===== config.mk =====
export PLATFORM = sky130hd
export DESIGN_NAME = duty_ramp
export DESIGN_NICKNAME = d
export VERILOG_FILES = /design/src/rtl/duty_ramp_pkg.sv /design/src/rtl/period_prescaler.sv /design/src/rtl/duty_ramp.sv
export SDC_FILE = /design/constraint.sdc
export NUM_CORES = 1
export LEC_CHECK = 0
export CAP_MARGIN = 25
export CELL_PAD_IN_SITES_DETAIL_PLACEMENT = 2
export CELL_PAD_IN_SITES_GLOBAL_PLACEMENT = 2
export CORE_MARGIN = 5
export CORE_UTILIZATION = 29
export DETAILED_ROUTE_END_ITERATION = 10
export PLACE_DENSITY_LB_ADDON = 0.05
export SLEW_MARGIN = 20
export SYNTH_ARGS = -nofsm -noshare
export SYNTH_HDL_FRONTEND = slang
export SYNTH_SLANG_ARGS = --single-unit

===== constraint.sdc =====
create_clock -name Clock -period 3.1 [get_ports Clock]
set_input_delay 0.775 -clock Clock [delete_from_list [all_inputs] [get_ports Clock]]
set_output_delay 0.775 -clock Clock [all_outputs]
set_load 0.01 [all_outputs]

===== src/rtl/duty_ramp_pkg.sv =====
// duty_ramp shared constants.
// Duty width/limit and mode encodings.
package duty_ramp_pkg;

  localparam int DUTY_W = 8;
  localparam logic [DUTY_W-1:0] DUTY_MAX = 8'd255;

  localparam logic MODE_FOLLOW  = 1'b0;
  localparam logic MODE_BREATHE = 1'b1;

endpackage


===== src/rtl/period_prescaler.sv =====
// Counts PWM period ticks; pulses step every Rate+1 ticks.
// In: Clock, Reset_n, tick, Rate. Out: step.
module period_prescaler #(
  parameter int RATE_W = 4
) (
  input  logic              Clock,
  input  logic              Reset_n,
  input  logic              tick,
  input  logic [RATE_W-1:0] Rate,
  output logic              step
);

  logic [RATE_W-1:0] r_pcnt;
  logic              w_done;

  // >= so lowering Rate mid-count fires on the next tick
  assign w_done = (r_pcnt >= Rate);
  assign step   = tick && w_done;

  always_ff @(posedge Clock or negedge Reset_n) begin
    if (!Reset_n) begin
      r_pcnt <= '0;
    end else if (tick) begin
      if (w_done) r_pcnt <= '0;
      else        r_pcnt <= r_pcnt + 1'b1;
    end
  end

endmodule


===== src/rtl/duty_ramp.sv =====
// Glitch-free duty ramp (follow / breathe) for an 8-bit PWM.
// In: Clock, Reset_n, Target, Mode, Rate, Q. Out: Duty, Dir, AtTarget.
module duty_ramp #(
  parameter int DUTY_W = 8,
  parameter int RATE_W = 4
) (
  input  logic              Clock,
  input  logic              Reset_n,
  input  logic [DUTY_W-1:0] Target,
  input  logic              Mode,
  input  logic [RATE_W-1:0] Rate,
  input  logic [DUTY_W-1:0] Q,
  output logic [DUTY_W-1:0] Duty,
  output logic              Dir,
  output logic              AtTarget
);

  import duty_ramp_pkg::*;

  localparam logic [DUTY_W-1:0] TOP = '1;
  localparam logic [DUTY_W-1:0] ONE = DUTY_W'(1);

  logic [DUTY_W-1:0] r_duty;
  logic              r_dir;
  logic [DUTY_W-1:0] w_duty_nxt;
  logic              w_dir_nxt;
  logic              w_tick;
  logic              w_step;

  // counter wrap: last clock of the PWM period
  assign w_tick = (Q == TOP);

  period_prescaler #(
    .RATE_W (RATE_W)
  ) u_pre (
    .Clock   (Clock),
    .Reset_n (Reset_n),
    .tick    (w_tick),
    .Rate    (Rate),
    .step    (w_step)
  );

  always_comb begin
    w_duty_nxt = r_duty;
    w_dir_nxt  = r_dir;
    if (w_step) begin
      if (Mode == MODE_FOLLOW) begin
        if (r_duty < Target)
          w_duty_nxt = r_duty + ONE;
        else if (r_duty > Target)
          w_duty_nxt = r_duty - ONE;
      end else if (r_dir) begin
        if (r_duty == TOP) begin
          w_dir_nxt  = 1'b0;
          w_duty_nxt = TOP - ONE;
        end else begin
          w_duty_nxt = r_duty + ONE;
        end
      end else begin
        if (r_duty == '0) begin
          w_dir_nxt  = 1'b1;
          w_duty_nxt = ONE;
        end else begin
          w_duty_nxt = r_duty - ONE;
        end
      end
    end
  end

  always_ff @(posedge Clock or negedge Reset_n) begin
    if (!Reset_n) begin
      r_duty <= '0;
      r_dir  <= 1'b1;
    end else begin
      r_duty <= w_duty_nxt;
      r_dir  <= w_dir_nxt;
    end
  end

  assign Duty     = r_duty;
  assign Dir      = r_dir;
  assign AtTarget = (Mode == MODE_FOLLOW) &&
                    (r_duty == Target);

endmodule


# == Yosys cells after proc, flatten, opt, wreduce, memory -nomap -nowiden ==
# Cells that the tools add are included.
# totals
register_bits,13
word_cells,29
input_bits,23
output_inout_bits,10
# op_classes
magnitude_cmp,3
addsub,3
n_reduce_logical,6
muxes,10
n_eq_ne,3
n_bitwise,1
# ops
cell,n
$mux W8,6
$eq A8 B8 Y1 const B,2
$add A8 B1 Y8 const B,1
$eq A8 B8 Y1,1
$gt A8 B8 Y1,1
$logic_not A8 Y1,1
$lt A8 B8 Y1,1
$sub A8 B1 Y8 const B,1
$add A4 B1 Y4 const B,1
$ge A4 B4 Y1,1
$mux W4,1
$reduce_and A2 Y1,2
$mux W1,3
$reduce_bool A3 Y1,1
$logic_and A1 B1 Y1,2
$not A1 Y1,1

# == Longest topological paths before layout ==
# Gate-level depths: netlist (run 1).
# depth
depth_word,4
depth_mapped,9
depth_no_buf,8

# == Cells and area by module ==
# From an unflattened synthesis (run 1), not the netlist that was laid out.
# unflattened
cells_unflattened,213
area_unflattened_um2,1649.1
# modules_own_cells
module,area_each_um2,n_inst,cells_each,seq_area_each_um2
duty_ramp,1343.8,1,180,226.5
period_prescaler,305.3,1,33,100.1

# == Worst setup path before layout (run 1) ==
# OpenSTA, ideal clock, no wires.
# synth_timing
path_kind,input -> register
start,input port Target[1]
end,register r_duty[7] (netlist: Duty[7])
slack_ns,0.510
arrival_ns,2.459
required_ns,2.968
cell_stages,8
setup_ns,0.132
path_buffers,0
cell_sequence,inv_1 ha_1 nor2b_1 o211a_1 o31ai_1 nand3_1 a32oi_1 or3b_1
# synth_via
elab_chain_cells,3
word_cells_on_any_way,6
cone_classes,order compare (2); mux (2); reduce/logical (2)
# synth_lines
item,line_no,source
"start, declared",duty_ramp.sv:9,"input logic [DUTY_W-1:0] Target,"
$lt A8 B8 Y1 or $gt A8 B8 Y1 (tied branches),"duty_ramp.sv:48, duty_ramp.sv:50",
$reduce_bool A3 Y1 (no line) or $mux W8 (tied branches),-,
$reduce_and A2 Y1 (no line) or $mux W8 (tied branches),-,
"end signal, assigned",duty_ramp.sv:75,r_duty <= w_duty_nxt;
"end, declared",duty_ramp.sv:23,logic [DUTY_W-1:0] r_duty;
# Parallel ways exist; a longest one is shown, timed or not.
# A chain may end at the register's enable or synchronous reset.

# == Worst setup path in the final report (run 1) ==
# layout_timing
start,input port Target[7]
end,output port AtTarget
# layout_via
elab_chain_cells,2
# layout_lines
item,line_no,source
$eq A8 B8 Y1,duty_ramp.sv:83,(r_duty == Target);
$logic_and A1 B1 Y1,duty_ramp.sv:82,assign AtTarget = (Mode == MODE_FOLLOW) &&
"end, declared",duty_ramp.sv:15,output logic AtTarget
# No other way between the ends.

==> metrics.yaml, run 1 <==
cts:
  cts_sinks: 13
  root_buffer: "clkbuf_8"
  cts_setup_buffers: 0
  clockBufferDepth: 2
  path_clk_slew_ns: 0.06
  htree_levels: 1
  cts-hold-fix-buffers: 0
  clk_latency_ns: 0.25
  cts_made_buffers: 3
  cts_tree: "done"
critical_path:
  worstPathMaxFanout: 3
  critPathLaunch: "Target[7]"
  required_ns: 2.32
  end_kind: "primary output"
  cp_slowest_cell: "clkdlybuf4s50_1"
  crit_end: "AtTarget"
  critPathTopFamily: "buffers and inverters"
  path_buf_inv: 3
  start_kind: "input pin"
  reg2reg_depth: 10
  crit_chain: "clkdlybuf4s50_1, inv_1, ha_4, and4_1, nor3b_4, dlygate4sd2_1"
  critPathMaxStageDelay_ns: 0.48
  crit_type: "in -> out"
  critical_path_depth: 6
  reg2reg_to: "Duty[7]"
  reg2reg_from: "Duty[1]"
  reg2reg_slack_ns: 0.58
  critical_path_arrival_ns: 2.31
global_routing:
  grt_pass1_wl_um: 10700
  met2_usage: 0.349
  use_met1: 0.206
  antenna_found_initial: 0
  grt-busiest-layer: "met2"
  grt_max_degree: 20
  track_usage: 0.185
  overflow: 0
  grt_pass1_vias: 2188
  met3_usage: 0.0334
yosys:
  synth_flop_cell: "dfrtp_1"
  async_flop_share: 1.00
  syn_inst: 215
  synth_top_area_share: 0.186
  yosys_warnings: 0
  yosys_register_bits: 13
  ys_types: 53
  synth.net_count: 254
  seq_area_frac_synth: 0.202
  synth_edf_count: 0
  yosysTopAreaCell: "dfrtp_1"
  synthTopCellsByArea: "dfrtp_1 19%, ha_1 12%, o21ai_0 5.0%"
  avgSynthCellArea_um2: 7.52
  syn_area_um2: 1620
die:
  core.rowCount: 27
  dieArea_um2: 7170
  die_h_um: 84.7
  die_width_um: 84.7
  core_area_um2: 5470
  pin_count: 33
  start_util: 0.295
min_path:
  holdPathStages: 2
  min-delay-start: "u_pre.r_pcnt[3]"
  hold_path_class: "reg -> reg"
timing:
  clock.fmax_mhz: 325
  worst_slack_ns: 0.0193
  finalCritPeriodShare: 0.994
  finClkSkew_ns: 0.00765
  hold_viol_final: 0
  min_period_ns: 3.08
  maxSlewHeadroom: 0.553
  fin_setup_tns_ns: 0
  tightest_slew_ns: 0.663
  setup_viol: 0
  final_max_slew_viol_count: 0
power_and_ir_drop:
  vdd_ir_drop_max_mv: 0.130
  p_per_area_nw_per_um2: 230
  p_leak_nw: 0.935
route:
  drt-wirelength-per-cell_um: 20.4
  drt_wl_total_um: 6870
  drtIter0Drc: 63
  ant_nets: 0
  firstDrtPassIters: 4
  post-route-drc-count: 0
  vias_per_cell: 5.75
  num_vias: 1937
placement:
  place_ws_ns: -0.426
  port_buffers: 32
  gp_congestion: 0.873
  dp_hpwl_um: 5310
cells_and_area:
  drive_gt1_frac: 0.196
  area_delta_synth_final_pct: 41.8
  diodes: 0
  final_nets: 305
run:
  maxCapViolCount: 0
outcome:
  status: "finished, final reports clean"
[worst min-delay path by stage]
stage / endpoint / slack [ns]
after global placement: u_pre.r_pcnt[2] / 0.52
after global routing: u_pre.r_pcnt[3] / 0.59
after detailed placement: u_pre.r_pcnt[3] / 0.54
after CTS: u_pre.r_pcnt[3] / 0.56
final: u_pre.r_pcnt[3] / 0.54
after floorplan: Duty[0] / 0.48
[cell usage after synthesis (2+ instances only)]
| master | number |
|---|---|
| and3_1 | 2 |
| clkbuf_1 | 7 |
| o21ai_2 | 2 |
| nand4_1 | 5 |
| nor3_1 | 7 |
| a21o_1 | 2 |
| nor2_1 | 14 |
| a31oi_1 | 5 |
| and4_1 | 3 |
| buf_2 | 6 |
| nand3_1 | 12 |
| or2_2 | 2 |
| a41oi_1 | 2 |
| dfrtp_1 | 12 |
| or3b_1 | 2 |
| o21ai_0 | 16 |
| a2111oi_0 | 3 |
| ha_1 | 16 |
| nand2_1 | 16 |
| o21ai_1 | 2 |
| o21a_1 | 2 |
| or3b_2 | 2 |
| or3_1 | 3 |
| xnor2_1 | 3 |
| o31ai_1 | 2 |
| a211oi_1 | 4 |
| inv_1 | 18 |
| o22ai_1 | 3 |
| o2111ai_1 | 3 |
| a21oi_1 | 13 |
| nor2b_1 | 3 |
| or4b_1 | 2 |
[kinds of logic (layout without fill, tap and decap cells)]
kind of cell               Yosys count  after routing  synth area share
AOI/OAI and AO/OA                   69             69             0.284
xor gates and xnor gates             3              3            0.0163
adders and majority gates           16             16             0.124
buffers and inverters               32             82            0.0836
DFF                                 13             13             0.202
muxes                                2              2            0.0132
and+or+nand+nor                     80             80             0.277
[worst register-to-register path, delay by kind of cell, from the launching register on]
family                   cells  cell delay [ns]
AND/OR/NAND/NOR              4             0.90
flip-flops                   1             0.51
buffers and inverters        3             0.49
adder cells (fa/ha/maj)      1             0.36
AO/OA/AOI/OAI                2             0.11
[routing by layer]
metal | vias to the layer above | routed length (um)
li1 | 909 | -
met1 | 983 | 2900
met2 | 35 | 3710
met3 | 10 | 163
met4 | 0 | 98
met5 | - | 0
[through the flow]
step                cells  power, mW   util  hold WS (ns)  cell area, um^2
global placement      333      0.357  0.396         0.516             2170
CTS                   337      0.530  0.407         0.555             2230
global route          337      0.565  0.419         0.593             2290
floorplan             215      0.276      -         0.479             1620
detailed placement    333      0.368  0.396         0.539             2170
finish                337      0.528  0.419         0.545             2290
[layout by cell type (no fill, tap or decap), types with 2 or more instances in the layout]
master,Yosys,layout
a21o_1,2,2
nor2_1,14,14
nand2_1,16,16
nand4_1,5,5
or4b_1,2,2
a31oi_1,5,5
clkbuf_8,0,3
or3b_1,2,2
o22ai_1,3,3
dfrtp_1,12,12
o21ai_1,2,3
buf_4,0,28
or3_1,3,3
and4_1,3,3
o21a_1,2,2
a21oi_1,13,12
or3b_2,2,2
nor2b_1,3,3
o2111ai_1,3,3
clkdlybuf4s50_1,0,31
o21ai_0,16,15
ha_4,0,2
ha_1,16,14
xnor2_1,3,3
nand3_1,12,12
inv_1,18,18
a41oi_1,2,2
or2_2,2,2
a211oi_1,4,4
nor3_1,7,7
[sequential cells by signal, indices dropped and copies added, names as in the netlist]
register / cells
Duty: 8
Dir: 1
u_pre.r_pcnt: 4
[power by group]
| part | switching, mW | internal, mW | leakage, nW | total (mW) |
|---|---|---|---|---|
| sequential | 0.00890 | 0.177 | 0.147 | 0.186 |
| combinational | 0.0983 | 0.0894 | 0.762 | 0.188 |
| clock | 0.0656 | 0.0889 | 0.0255 | 0.154 |
[final cells by class]
cell class / instances / area, um^2
clock inverters: 1 / 5.00
well taps: 72 / 90.1
multi-input cells: 170 / 1230
clock buffers: 3 / 41.3
fillers: 651 / 3180
repair buffers: 60 / 529
inverters: 18 / 67.6
flip-flops and latches: 13 / 327
[timing repair]
item,4_1_cts,5_1_grt
gates cloned,0,0
endpoints found under the setup margin,2,3
pin swaps,0,1
resized for setup,5,9
Power figures use the tool's default switching activity.
==> run 2, diff against run 1 <==
--- a/config.mk
+++ b/config.mk
@@ -12,6 +12,8 @@
 export CORE_UTILIZATION = 29
 export DETAILED_ROUTE_END_ITERATION = 10
 export PLACE_DENSITY_LB_ADDON = 0.05
+export SETUP_SLACK_MARGIN = 0.15
+export SKIP_CTS_REPAIR_TIMING = 1
 export SLEW_MARGIN = 20
 export SYNTH_ARGS = -nofsm -noshare
 export SYNTH_HDL_FRONTEND = slang
==> constraint.sdc (replaced) <==
create_clock -name Clock -period 3.4 [get_ports Clock]
set_input_delay 0.85 -clock Clock [delete_from_list [all_inputs] [get_ports Clock]]
set_output_delay 0.85 -clock Clock [all_outputs]
set_load 0.01 [all_outputs]
==> metrics.yaml, run 2 (synthesis gave the netlist of run 1 again) <==
route:
  num_vias: 1865
  drtIter0Drc: 50
  firstDrtPassIters: 4
  drt-wirelength-per-cell_um: 20.2
  ant_nets: 0
  post-route-drc-count: 0
  vias_per_cell: 5.76
  drt_wl_total_um: 6550
global_routing:
  track_usage: 0.186
  grt_max_degree: 20
  grt_pass1_wl_um: 10700
  overflow: 0
  antenna_found_initial: 0
  grt_pass1_vias: 2104
cells_and_area:
  area_delta_synth_final_pct: 32.7
  largest_register_ffs: 8
  multi_input_comb_area_um2: 1180
  layout_commonest_cell: "clkdlybuf4s50_1"
  final_cells: 324
  final_nets: 292
  seq_area_um2: 327
  fill_cells: 643
  drive_gt1_frac: 0.139
  stdcell_area_um2: 2140
  most-common-layout-cells: "31 x clkdlybuf4s50_1, 18 x inv_1, 16 x nand2_1, 16 x o21ai_0, 16 x ha_1"
  diodes: 0
cts:
  cts_made_buffers: 3
  clockBufferDepth: 2
  root_buffer: "clkbuf_8"
  htree_levels: 1
  clk_latency_ns: 0.26
  path_clk_slew_ns: 0.07
  cts_tree: "done"
  cts_sinks: 13
placement:
  place_ws_ns: -0.175
  port_buffers: 32
  dpl_cell_area_um2: 2070
  gp_congestion: 0.812
  dp_hpwl_um: 5040
  dp.cells: 320
critical_path:
  worstPathMaxFanout: 11
  crit_type: "in -> reg"
  critical_path_arrival_ns: 3.30
  critPathMaxStageDelay_ns: 0.45
  crit_chain: "clkdlybuf4s50_1, inv_1, ha_1, and4_4, nor3b_4, buf_4, o31ai_1, buf_4, and3_2, buf_6, o2111ai_1, or3b_1"
  cp_slowest_cell: "clkdlybuf4s50_1"
  cp_common_cell: "buf_4"
  required_ns: 3.54
  end_kind: "flip-flop"
  start_kind: "input pin"
timing:
  finalCritPeriodShare: 0.931
  tightest_slew_ns: 0.730
  hold_viol_final: 0
  final_max_slew_viol_count: 0
  clock.fmax_mhz: 316
  setup_viol: 0
  worst_slack_ns: 0.235
  hold_ws_ns: 0.555
  maxSlewHeadroom: 0.508
  grt_setup_unrepaired: "yes"
  min_period_ns: 3.17
  finClkSkew_ns: 0.00513
die:
  die_h_um: 84.7
  core.rowCount: 27
  dieArea_um2: 7170
  start_util: 0.295
  core_area_um2: 5470
  die_width_um: 84.7
  pin_count: 33
power_and_ir_drop:
  vdd_ir_drop_max_mv: 0.113
  fin_total_pwr_mw: 0.480
  p_leak_nw: 0.886
  p_per_area_nw_per_um2: 224
min_path:
  hold_path_class: "reg -> reg"
run:
  maxCapViolCount: 0
outcome:
  status: "finished, final reports clean"
## run 2: final timing paths
| check | start | endpoint | slack (ns) | cells past startpoint |
|---|---|---|---|---|
| worst min-delay path | u_pre.r_pcnt[2] | u_pre.r_pcnt[2] | 0.56 | 1 |
| worst max-delay path | Target[6] | Duty[4] | 0.23 | 12 |
| max in group asynchronous | Reset_n | u_pre.r_pcnt[0] | 1.93 | 1 |
| worst min register to register | u_pre.r_pcnt[2] | u_pre.r_pcnt[2] | 0.56 | 1 |
| worst max register to register | Duty[4] | Duty[4] | 0.60 | 10 |
| min in group asynchronous | Reset_n | Duty[4] | 1.02 | 1 |
## run 2: cell type report
class | instances | share of cell area
Multi-Input combinational cell | 170 | 0.548
Timing Repair Buffer | 47 | 0.205
Sequential cell | 13 | 0.152
Tap cell | 72 | 0.0420
Inverter | 18 | 0.0315
Clock buffer | 4 | 0.0210
## run 2: worst max-delay path: cells and delay by family
kind	cells	cell delay [ns]
and+or+nand+nor	4	1.05
buffers and inverters	5	0.93
AOI/OAI and AO/OA	2	0.16
adders and majority gates	1	0.32
## run 2: stage by stage
stage               utilization  TNS (ns)
detailed placement        0.379    -0.350
finish                    0.392         0
global placement          0.379   -0.0545
CTS                       0.387   -0.0847
floorplan                     -         0
global route              0.392         0
## run 2: power by group
group / internal, mW / switching, mW / total, mW
clock: 0.0833 / 0.0701 / 0.153
combinational: 0.0733 / 0.0807 / 0.154
sequential: 0.161 / 0.0117 / 0.173
total: 0.318 / 0.163 / 0.480
## run 2: routing by layer
layer	global-route usage	vias up	wire, um
met2	0.337	42	3380
li1	-	879	-
met4	0.0777	0	210
met5	0	-	0
met3	0.0275	17	192
met1	0.217	927	2770
==> run 3, diff against run 2 <==
--- a/config.mk
+++ b/config.mk
@@ -10,6 +10,7 @@
 export CELL_PAD_IN_SITES_GLOBAL_PLACEMENT = 2
 export CORE_MARGIN = 5
 export CORE_UTILIZATION = 29
+export CTS_CLUSTER_DIAMETER = 40
 export DETAILED_ROUTE_END_ITERATION = 10
 export PLACE_DENSITY_LB_ADDON = 0.05
 export SETUP_SLACK_MARGIN = 0.15
==> results of run 3 <==
No change in the layout: final DEF, timing and power equal those of run 2.
